### config.mk
export PLATFORM = sky130hd
export DESIGN_NAME = fb_bank_writer
export DESIGN_NICKNAME = d
export VERILOG_FILES = /design/src/rtl/fb_pkg.sv /design/src/rtl/fb_addr_gen.sv /design/src/rtl/fb_bank_writer.sv
export SDC_FILE = /design/constraint.sdc
export NUM_CORES = 1
export LEC_CHECK = 0
export BUFFER_PORTS_ARGS = -buffer_cell sky130_fd_sc_hd__buf_4
export CORE_MARGIN = 1.5
export CORE_UTILIZATION = 49
export CTS_CLUSTER_SIZE = 14
export DETAILED_ROUTE_END_ITERATION = 12
export PLACE_DENSITY = 0.72
export SLEW_MARGIN = 10
export SYNTH_ARGS = -nofsm -noshare
export SYNTH_HDL_FRONTEND = slang
export SYNTH_HIERARCHICAL = 1
export SYNTH_SLANG_ARGS = --single-unit
### constraint.sdc
create_clock -name clk -period 2.05 [get_ports clk]
set_clock_uncertainty 0.15 [all_clocks]
set_input_delay 0.41 -clock clk [delete_from_list [all_inputs] [get_ports clk]]
set_output_delay 0.41 -clock clk [all_outputs]
set_load 0.05 [all_outputs]
### src/rtl/fb_pkg.sv
// fb_pkg: shared frame-buffer geometry, widths and writer/reader FSM encodings
package fb_pkg;
  localparam int FB_WIDTH          = 320;
  localparam int FB_LINES_PER_BANK = 16;
  localparam int FB_NUM_BANKS      = 15;
  localparam int FB_DEPTH          = FB_WIDTH * FB_LINES_PER_BANK;
  localparam int FB_ADDR_WIDTH     = 13;
  localparam int FB_DATA_WIDTH     = 12;
  localparam int FB_BANK_WIDTH     = 4;
  typedef enum logic [1:0] {
    FB_IDLE  = 2'd0,
    FB_WRITE = 2'd1,
    FB_DONE  = 2'd2
  } fb_state_e;
endpackage

### src/rtl/fb_addr_gen.sv
// fb_addr_gen: intra-bank address and bank counters with wrap, clear, sof load and last flag
module fb_addr_gen #(
  parameter int ADDR_WIDTH = 13,
  parameter int DEPTH      = 5120,
  parameter int NUM_BANKS  = 15,
  parameter int BANK_WIDTH = 4
) (
  input  logic                  clk,
  input  logic                  rst_n,
  input  logic                  i_clr,
  input  logic                  i_adv,
  input  logic                  i_sof,
  output logic [ADDR_WIDTH-1:0] o_addr,
  output logic [BANK_WIDTH-1:0] o_bank,
  output logic                  o_last,
  output logic                  o_origin
);
  logic [ADDR_WIDTH-1:0] addr_q, addr_d;
  logic [BANK_WIDTH-1:0] bank_q, bank_d;
  logic                  addr_end;
  always_comb begin
    addr_end = addr_q == ADDR_WIDTH'(DEPTH - 1);
    o_last   = addr_end && bank_q == BANK_WIDTH'(NUM_BANKS - 1);
    o_origin = addr_q == '0 && bank_q == '0;
    o_addr   = addr_q;
    o_bank   = bank_q;
    addr_d   = addr_q;
    bank_d   = bank_q;
    if (i_clr) begin
      addr_d = '0;
      bank_d = '0;
    end else if (i_adv) begin
      // a sof pixel lands at (0,0), so the next pixel goes to (0,1)
      addr_d = i_sof ? ADDR_WIDTH'(1) : addr_end ? '0 : addr_q + ADDR_WIDTH'(1);
      bank_d = i_sof || o_last ? '0 : addr_end ? bank_q + BANK_WIDTH'(1) : bank_q;
    end
  end
  always_ff @(posedge clk or negedge rst_n) begin
    if (!rst_n) begin
      addr_q <= '0;
      bank_q <= '0;
    end else begin
      addr_q <= addr_d;
      bank_q <= bank_d;
    end
  end
endmodule

### src/rtl/fb_bank_writer.sv
// fb_bank_writer: raster RGB444 stream to one-hot banked blockram port-A writes
module fb_bank_writer
  import fb_pkg::*;
#(
  parameter int ADDR_WIDTH = FB_ADDR_WIDTH,
  parameter int DATA_WIDTH = FB_DATA_WIDTH,
  parameter int DEPTH      = FB_DEPTH,
  parameter int NUM_BANKS  = FB_NUM_BANKS,
  parameter int BANK_WIDTH = FB_BANK_WIDTH
) (
  input  logic                  clk,
  input  logic                  rst_n,
  input  logic                  i_start,
  input  logic                  i_valid,
  output logic                  o_ready,
  input  logic                  i_sof,
  input  logic [DATA_WIDTH-1:0] i_data,
  output logic [NUM_BANKS-1:0]  o_we,
  output logic [ADDR_WIDTH-1:0] o_addr,
  output logic [DATA_WIDTH-1:0] o_data,
  output logic                  o_busy,
  output logic                  o_frame_done,
  output logic                  o_sync_err
);
  fb_state_e             state_q, state_d;
  logic                  accept, clr, last, origin;
  logic [ADDR_WIDTH-1:0] cnt_addr;
  logic [BANK_WIDTH-1:0] cnt_bank;
  logic [NUM_BANKS-1:0]  we_q, we_d;
  logic [ADDR_WIDTH-1:0] addr_q, addr_d;
  logic [DATA_WIDTH-1:0] data_q, data_d;
  logic                  sync_err_q, sync_err_d;
  fb_addr_gen #(
    .ADDR_WIDTH(ADDR_WIDTH),
    .DEPTH     (DEPTH),
    .NUM_BANKS (NUM_BANKS),
    .BANK_WIDTH(BANK_WIDTH)
  ) u_addr_gen (
    .clk     (clk),
    .rst_n   (rst_n),
    .i_clr   (clr),
    .i_adv   (accept),
    .i_sof   (i_sof),
    .o_addr  (cnt_addr),
    .o_bank  (cnt_bank),
    .o_last  (last),
    .o_origin(origin)
  );
  always_ff @(posedge clk or negedge rst_n) begin
    if (!rst_n) begin
      state_q    <= FB_IDLE;
      we_q       <= '0;
      addr_q     <= '0;
      data_q     <= '0;
      sync_err_q <= 1'b0;
    end else begin
      state_q    <= state_d;
      we_q       <= we_d;
      addr_q     <= addr_d;
      data_q     <= data_d;
      sync_err_q <= sync_err_d;
    end
  end
  always_comb begin
    state_d = state_q;
    unique case (state_q)
      FB_IDLE:  state_d = i_start ? FB_WRITE : FB_IDLE;
      FB_WRITE: state_d = accept && !i_sof && last ? FB_DONE : FB_WRITE;
      FB_DONE:  state_d = FB_IDLE;
      default:  state_d = FB_IDLE;
    endcase
  end
  always_comb begin
    o_ready      = state_q == FB_WRITE;
    o_busy       = state_q == FB_WRITE;
    o_frame_done = state_q == FB_DONE;
    accept       = i_valid && o_ready;
    clr          = state_q == FB_IDLE && i_start;
    we_d         = accept ? NUM_BANKS'(1) << (i_sof ? '0 : cnt_bank) : '0;
    addr_d       = accept ? (i_sof ? '0 : cnt_addr) : addr_q;
    data_d       = accept ? i_data : data_q;
    sync_err_d   = accept && i_sof && !origin;
    o_we         = we_q;
    o_addr       = addr_q;
    o_data       = data_q;
    o_sync_err   = sync_err_q;
  end
endmodule

==> impl_metrics.ini <==
[timing]
fin_crit_sh = 0.954
finalMaxSlewViolations = 0
hold_viol = 0
fmax_mhz = 511
setup_slack_ns = 0.0937
period_minus_slack_ns = 1.96
final.setup.tns_ns = 0
worst_pin_slew_ns = 0.605
slew_headroom = 0.597
setup-violations-final = 0
rsz0062_at_grt = true

[synthesis]
synth-seq-area-share = 0.531
ys_ff_latch = 60
synth_cells = 231
syn-num-nets = 253
yosysUniqueCellTypes = 42
synth-edff-count = 0
yosysWarnings = 6
synth_area_sq_um = 2830
syn_area_per_cell_sq_um = 12.2
synth_ff_type = dfrtp_1
synthArstFlopShare = 1.00

[setup_path]
timing.rr.end = u_addr_gen/o_addr[5]
required_ns = 2.11
endpoint = u_addr_gen/o_addr[5]
crit_chain = nor3b_1 -> buf_4 -> o211ai_1 -> nor3_1 -> xnor2_1 -> nor2_1
critical-path-max-stage-delay_ns = 0.45
worstPathArrival_ns = 2.01
crit_path_start_kind = register
ff2ff_setup_slack_ns = 0.09
crit_start = state_q[0]
critPathMaxFanout = 9
slowest_stage = dfrtp_1
end_kind = register
r2r_start = state_q[0]
rr_worst_depth = 6
path_class = register to register

[placed_design]
place_hpwl_microns = 3970
place_congestion = 0.883
portBuffers = 60
place_ws_ns = 0.109

[routing]
drc_errors = 0
firstDrtPassIters = 4
dr.first_iter.drc_count = 113
avgRoutedWirePerCell_microns = 15.3
detail_route.wirelength_microns = 5800
via_per_inst = 5.22
via_count = 1978
drtAntennaViolNets = 0

[clock_tree]
cts_tree = built
cts_buffers = 9
cts_buffer_depth = 2
clkTransAtPathRegs_ns = 0.07
clock-sinks = 60
clk_root_buffer_cell = clkbuf_8
htree_levels = 3
insertion_delay_ns = 0.32

[grt]
antenna_found_initial = 0
grt_max_degree = 43
grt_pass1_wl_microns = 9500
grt_overflow = 0
grt_pass1_vias = 1979
track_usage = 0.200

[finish]
final_cell_mix = buf_4 (68), dfrtp_1 (59), mux2_4 (21)
layout_commonest_cell = buf_4
diodes = 0
drive_gt1_frac = 0.397
area_delta_synth_final_pct = 28.5
layout.nets = 324

[floorplanning]
io_pins = 61
die_y_microns = 78.9
core-area_sq_um = 5540
initial_core_util = 0.510
die_area_sq_um = 6230
row_count = 27
die_w_microns = 78.9

[min_path]
worstHoldPathType = input port to register

[power]
p_leak_nw = 1.73
ir_drop_uv = 376
powerDensity_nw_per_um2 = 802

[run]
maxCapViolations = 0

[status]
status = completed
## metrics by stage
stage / hold slack (ns) / util / cells / power [mW] / instance area (sq um)
floorplan: -0.0356 / - / 231 / 1.62 / 2830
global placement: 0.182 / 0.608 / 361 / 1.76 / 3370
detailed placement: 0.191 / 0.608 / 361 / 1.77 / 3370
CTS: 0.147 / 0.649 / 378 / 2.93 / 3590
global route: 0.143 / 0.655 / 379 / 3.03 / 3630
finish: 0.161 / 0.655 / 379 / 2.91 / 3630
## critical path: cells and delay by family, from the launching register on
kind	cells	cell delay, ns
DFF	1	0.45
buffers and inverters	1	0.19
AOI/OAI and AO/OA	1	0.25
xor gates and xnor gates	1	0.16
and+or+nand+nor	3	0.64
## area by class of cell
class                           instances  area (sq um)
Tap cell                               72          90.1
Clock inverter                          4          72.6
Sequential cell                        60          1500
Timing Repair Buffer                   70           541
Multi-Input combinational cell        152          1240
Inverter                                9          33.8
Clock buffer                           12           145
Fill cell                             443          1910
## logic make-up after synthesis
logic type,Yosys count,synth area share
multiplexers,25,0.128
flip-flops,60,0.531
AO/OA/AOI/OAI,19,0.0492
AND/OR/NAND/NOR,92,0.198
XOR/XNOR,11,0.0341
buffers and inverters,19,0.0381
adder cells (fa/ha/maj),5,0.0221
## cells in the mapped netlist (2+ instances only)
| master | count | area, sq um |
|---|---|---|
| dfrtp_1 | 60 | 1500 |
| mux2_4 | 21 | 315 |
| nor2_1 | 18 | 67.6 |
| nor3_1 | 16 | 80.1 |
| inv_1 | 9 | 33.8 |
| nor2b_1 | 9 | 56.3 |
| xnor2_1 | 9 | 78.8 |
| nor4_1 | 8 | 50.1 |
| and2b_1 | 7 | 52.6 |
| nand2_1 | 7 | 26.3 |
| nand3_1 | 6 | 30.0 |
| o21ai_0 | 6 | 30.0 |
| buf_2 | 5 | 25.0 |
| ha_1 | 5 | 62.6 |
| mux2_2 | 4 | 45.0 |
| a21oi_1 | 3 | 15.0 |
| buf_6 | 3 | 33.8 |
| o211ai_1 | 3 | 22.5 |
| buf_4 | 2 | 15.0 |
| nand2b_1 | 2 | 12.5 |
| nand4_1 | 2 | 12.5 |
| nor3b_1 | 2 | 15.0 |
| o2111ai_1 | 2 | 17.5 |
| or3_1 | 2 | 12.5 |
| or3b_1 | 2 | 17.5 |
| xor2_1 | 2 | 17.5 |
## state kept, by name (all words and copies together) (netlist names)
name               count
u_addr_gen/o_addr     13
o_data                12
o_addr                13
state_q                2
o_sync_err             1
u_addr_gen/o_bank      4
o_we                  15
## layer usage
layer / global-route usage / up-vias / wire [microns]
met4: 0.0684 / 0 / 46
met2: 0.316 / 58 / 2840
li1: - / 953 / -
met1: 0.273 / 963 / 2640
met5: 0 / - / 0
met3: 0.0460 / 4 / 276
## where the power goes
group / switching (mW) / internal, mW
registers: 0.0544 / 1.24
clock network: 0.436 / 0.717
logic: 0.282 / 0.181
## timing repair
item | in CTS | in global routing
endpoints found under the setup margin | 0 | 14
buffers inserted | 0 | 1
gates resized for setup | 0 | 6
endpoints found under the hold margin | 23 | 0
hold buffers | 1 | 0
## how the worst min path moves through the flow
stage	from	to	slack, ns	cells after the start
6_report	i_data[7]	o_data[7]	0.16	2
3_5_place_dp	rst_n	u_addr_gen/o_addr[5]	0.19	1
2_1_floorplan	rst_n	o_addr[0]	-0.04	0
4_1_cts	i_data[7]	o_data[7]	0.15	2
5_1_grt	i_data[7]	o_data[7]	0.14	2
3_3_place_gp	rst_n	u_addr_gen/o_addr[6]	0.18	1
Power figures use the tool's default switching activity.
